**config.mk**
```make
export PLATFORM = sky130hd
export DESIGN_NAME = mercury_uop_scoreboard
export DESIGN_NICKNAME = d
export VERILOG_FILES = /design/src/rtl/mercury_uop_scoreboard.sv
export SDC_FILE = /design/constraint.sdc
export NUM_CORES = 1
export LEC_CHECK = 0
export ABC_AREA = 1
export ABC_CLOCK_PERIOD_IN_PS = 2660
export CAP_MARGIN = 20
export CORE_ASPECT_RATIO = 1.1
export CORE_MARGIN = 5
export CORE_UTILIZATION = 45
export CTS_CLUSTER_SIZE = 8
export DETAILED_ROUTE_END_ITERATION = 6
export PLACE_DENSITY = 0.76
export SLEW_MARGIN = 20
export SYNTH_ARGS = -nofsm -noshare
export SYNTH_HDL_FRONTEND = slang
export SYNTH_SLANG_ARGS = --single-unit
```
**constraint.sdc**
```tcl
create_clock -name clk -period 2.66 [get_ports clk]
set_clock_uncertainty 0.2 [all_clocks]
set_input_delay 0.399 -clock clk [delete_from_list [all_inputs] [get_ports clk]]
set_output_delay 0.399 -clock clk [all_outputs]
set_load 0.01 [all_outputs]
```
**src/rtl/mercury_uop_scoreboard.sv**
```systemverilog
// Issue-stage scoreboard: holds one decoded uop, blocks it on RAW/WAW against a
// per-register busy table, and releases it downstream once its operands are clean.

module mercury_uop_busy_cell (
    input  logic clk,
    input  logic rst_n,
    input  logic flush,
    input  logic set,
    input  logic clr,
    output logic busy
);
    // Set wins over clear: the issuing writer is younger than the one retiring.
    always_ff @(posedge clk or negedge rst_n) begin
        if (!rst_n)     busy <= 1'b0;
        else if (flush) busy <= 1'b0;
        else if (set)   busy <= 1'b1;
        else if (clr)   busy <= 1'b0;
    end
endmodule

module mercury_uop_scoreboard #(
    parameter int NUM_LREG    = 32,
    parameter int STALL_CNT_W = 16
) (
    input  logic                   clk,
    input  logic                   rst_n,
    input  logic                   flush,
    input  logic                   in_valid,
    output logic                   in_ready,
    input  logic [14:0]            in_uop,
    input  logic                   in_rs1_ren,
    input  logic                   in_rs2_ren,
    input  logic                   in_rd_wen,
    output logic                   out_valid,
    input  logic                   out_ready,
    output logic [14:0]            out_uop,
    output logic                   out_rd_wen,
    input  logic                   wb_valid,
    input  logic [4:0]             wb_ldst,
    output logic [NUM_LREG-1:0]    busy_vec,
    output logic [STALL_CNT_W-1:0] stall_cnt
);
    typedef struct packed {
        logic [4:0] lsrc1;
        logic [4:0] lsrc2;
        logic [4:0] ldst;
    } uop_info_t;

    uop_info_t           hold_uop;
    logic                hold_ren1, hold_ren2, hold_wen, hold_valid;
    logic [NUM_LREG-1:0] wb_mask, eff_busy;
    logic                raw, waw, hazard, in_fire, out_fire;

    always_comb begin
        wb_mask = '0;
        if (wb_valid) wb_mask = NUM_LREG'(1) << wb_ldst;
        eff_busy    = busy_vec & ~wb_mask;
        eff_busy[0] = 1'b0;
    end

    assign raw       = (hold_ren1 & eff_busy[hold_uop.lsrc1]) |
                       (hold_ren2 & eff_busy[hold_uop.lsrc2]);
    assign waw       = hold_wen & eff_busy[hold_uop.ldst];
    assign hazard    = raw | waw;

    assign out_valid = hold_valid & ~hazard & ~flush;
    assign out_fire  = out_valid & out_ready;
    assign in_ready  = (~hold_valid | out_fire) & ~flush;
    assign in_fire   = in_valid & in_ready;

    assign out_uop    = hold_uop;
    assign out_rd_wen = hold_wen;

    always_ff @(posedge clk or negedge rst_n) begin
        if (!rst_n) begin
            hold_valid <= 1'b0;
            hold_uop   <= '0;
            hold_ren1  <= 1'b0;
            hold_ren2  <= 1'b0;
            hold_wen   <= 1'b0;
        end else if (flush) begin
            hold_valid <= 1'b0;
        end else if (in_fire) begin
            hold_valid <= 1'b1;
            hold_uop   <= in_uop;
            hold_ren1  <= in_rs1_ren;
            hold_ren2  <= in_rs2_ren;
            hold_wen   <= in_rd_wen;
        end else if (out_fire) begin
            hold_valid <= 1'b0;
        end
    end

    always_ff @(posedge clk or negedge rst_n) begin
        if (!rst_n)
            stall_cnt <= '0;
        else if (hold_valid && hazard && !flush && !(&stall_cnt))
            stall_cnt <= stall_cnt + 1'b1;
    end

    for (genvar r = 0; r < NUM_LREG; r++) begin : g_busy
        logic set_r;
        // x0 is hardwired clean, so it never gets a set.
        assign set_r = (r != 0) && out_fire && hold_wen && (hold_uop.ldst == 5'(r));
        mercury_uop_busy_cell u_cell (
            .clk   (clk),
            .rst_n (rst_n),
            .flush (flush),
            .set   (set_r),
            .clr   (wb_mask[r]),
            .busy  (busy_vec[r])
        );
    end
endmodule

```
==> summary.md <==
| Metric | Value |
|---|---|
| Failing checks | negative setup slack |
| Total Routing Usage GR | a little over a quarter |
| Clock Power Share | 31.4% |
| Pwr Total | 0.00421 W |
| Final worst path period need | 2880 ps |
| Post-synth cell types | 31 |
| FP Rows | 40 |
| Largest net degree at the start of global routing | 67 |
| Post-Route WL | 19100 microns |
| Cells after synthesis | 770 |
| Most frequent cells in the layout | nand2_1, buf_4, nand3_1, clkdlybuf4s50_1, inv_1 |
| Layout Utilization | a little over two thirds |
| Buf/Inv on CP | 4 |
| Final setup violation count | 2 |
| Pint | 0.00267 W |
| Sequential share of power | ~30% |
| First-pass GRT wire length | 29500 microns |
| Via/cell ratio | 5.66 |
| Die area | 13500 sq um |
| Comb power frac | 39.2% |
| Critical Path RT | 2060 ps |
| Area Overhead vs Synth | 51.9% |
| Switching Share | 36.6% |
| NetSw | 0.00154 W |
| Worst hold path class | reg2reg |
| Net count after synthesis | 800 |
| Port Buf Inserts | 93 |
| Max Cap Violations | 0 |
| Antenna Nets Post-Route | 0 |
| Slowest stage cell on the critical path | dfrtp_2 |
| Critical path's largest stage delay | 470 ps |
| Clock slew at reported path FFs | 60 ps |
| Critical path endpoint | in_ready |
| Initial core utilization | 46.1% |
| Critical path arrival | 2280 ps |
| CP max FO | 5 |
| Post-DP HPWL | 13000 microns |
| I/O pins | 95 |
| Clock Tree Root | clkbuf_16 |
| Cell area after synthesis | ~5000 sq um |
| Reg2Reg Capture Point | stall_cnt[10] |
| Die Wd | roughly 110 microns |
| Leakage | around 3.4 nW |
| Layout cells sized above 1 | 28.3% |
| Most common cell after layout, fill and taps aside | nand2_1 |
| Post-route cell area | between 7000 and 8000 sq um |
| Yosys warns | 0 |
| Stages on worst setup path | 14 |
| RSZ-0062 raised after global routing | true |
| Max IR drop VDD | between 0.3 and 0.4 mV |
| DP Area | approximately 6600 sq um |
| Post-route DRC | 0 |
| GP Congestion | 0.988 |
| Initial antenna violation count | 0 |
| R2r startpoint | out_uop[1] |
| Initial drt markers | 642 |
| Max Slew Vio Count | 0 |
| Fmax | 347 MHz |
| Slew HR | slightly below 60% |
| First drt pass iteration count | 6 |
| Hold Fails Final Rpt | 0 |
| Clock Sinks | 66 |
| Per-cell routed wire length | ~17 microns |
| Least-Margin Pin Slew | between 500 and 600 ps |
| Hold_ws | 306 ps |
| H-tree depth | 3 |
| Sequential cell area fraction in the yosys report | 32.7% |
| Core box area | between 10000 and 15000 sq um |
| Worst Reg-to-Reg Cells | 19 |
| Ant diodes | 0 |
| Ranking of synthesized cells by area | dfrtp_1, nand2_1, nand3_1 |
| Yosys reg bits | 66 |
| CP Class | reg2out |
| Synthesized area per cell | 6.57 sq um |
| Largest delay share family, worst path | simple AND/OR/NAND/NOR gates |
| Area share of the largest cell type after synthesis | 32.7% |
| Pwr per Cell Area | 548 nW/um^2 |
| Total number of vias | 6171 |
| Crit-path cells | inv_2 > nor2_4 > buf_6 > inv_2 > a21oi_2 > o21ai_1 > nand3_1 > o21ai_2 > nand2_1 > nor2_2 > nor2_4 > nand3_2 > a21oi_2 > buf_2 |
| CTS Buffer Depth | 2 |
| Non-filler cells, final | approximately 1100 |
| Die height | 121 microns |
| Crit share post-route | 108% |
| CTS tree | done |
| CTS Buf Count | 9 |
| Number of global-route vias before repair | 5711 |
| Placed instance count | around 1000 |
| Grt ovf | 0 |
| Largest area contributor in the netlist | dfrtp_1 |
| Final nets | roughly 970 |
| Flop-to-flop setup slack | approximately 10 ps |
| Crit start category | flip-flop |
| Status | finished, violations left |
| Post-route setup slack | -221 ps |
| Crit path capture type | output port |
| Clock insertion delay at the later pin of the skew report | about 350 ps |
| Crit path launch | out_uop[1] |
[sequential cells by signal, indices dropped and copies added (netlist names)]
signal              flops
stall_cnt              16
out_rd_wen              1
hold_ren2               1
hold_valid              1
out_uop                15
g_busy.u_cell.busy     31
hold_ren1               1
[Yosys cell counts, drive strengths merged]
| library cell | count |
|---|---|
| xor2 | 11 |
| dfrtp | 66 |
| nor3 | 15 |
| conb | 1 |
| ha | 1 |
| nand2 | 205 |
| nor2 | 58 |
| nor4 | 2 |
| nand4 | 64 |
| clkbuf | 14 |
| a21oi | 6 |
| inv | 80 |
| clkinv | 2 |
| xnor2 | 2 |
| nand3 | 136 |
| o21ai | 51 |
| buf | 56 |
[stage by stage]
stage               setup slack [ps]  TNS, ps
floorplan                        177        0
global placement               -1070   -45720
detailed placement             -1080   -46250
CTS                             -214     -514
global route                    -339    -1240
finish                          -221     -436
[worst min-delay path by stage]
| stage | from | end | cells past startpoint | slack, ps |
|---|---|---|---|---|
| 2_1_floorplan | rst_n | g_busy[10].u_cell.busy | 0 | -100 |
| 3_3_place_gp | rst_n | g_busy[6].u_cell.busy | 2 | 240 |
| 3_5_place_dp | rst_n | g_busy[3].u_cell.busy | 2 | 240 |
| 4_1_cts | stall_cnt[8] | stall_cnt[8] | 1 | 310 |
| 5_1_grt | stall_cnt[8] | stall_cnt[8] | 1 | 320 |
| 6_report | stall_cnt[8] | stall_cnt[8] | 1 | 310 |
[layout make-up]
type	instances	area (sq um)
repair buffers	227	2120
fillers	875	3280
repair inverters	1	7.51
well taps	147	184
clock buffers	9	225
clock inverters	7	98.8
multi-input cells	552	3070
flip-flops and latches	66	1660
inverters	82	324
[kinds of logic (layout without fill, tap and decap cells)]
logic type | after synthesis | in the layout | synth area share, %
AOI/OAI and AO/OA | 57 | 57 | 5.72
DFF | 66 | 66 | 32.7
other | 1 | 1 | 0.0742
xor gates and xnor gates | 13 | 13 | 2.25
and+or+nand+nor | 480 | 480 | 44.2
adders and majority gates | 1 | 1 | 0.247
buffers and inverters | 152 | 326 | 14.8
[per-layer routing]
layer  global-route usage, %  vias up  wire length (microns)
li1                        -     2875                      -
met1                    35.4     2826                   7560
met2                    44.2      389                   8810
met3                    5.04       81                   1880
met4                    13.1        0                    828
met5                       0        -                      0
[power by group through the flow]
stage               clock network (W)  registers [W]  logic, W
floorplan                           0        0.00126  0.000646
finish                        0.00132        0.00124   0.00165
global placement                    0        0.00124   0.00140
detailed placement                  0        0.00124   0.00140
CTS                           0.00133        0.00123   0.00151
global route                  0.00136        0.00126   0.00176
[timing repair]
action / in CTS / in global routing
hold buffers: 1 / 0
buffers inserted: 23 / 6
endpoints found under the hold margin: 66 / 0
pin swaps: 41 / 34
resized for setup: 119 / 69
gates cloned: 2 / 2
setup endpoints to repair: 68 / 67
Note: power is estimated with default switching activity, not from simulation.
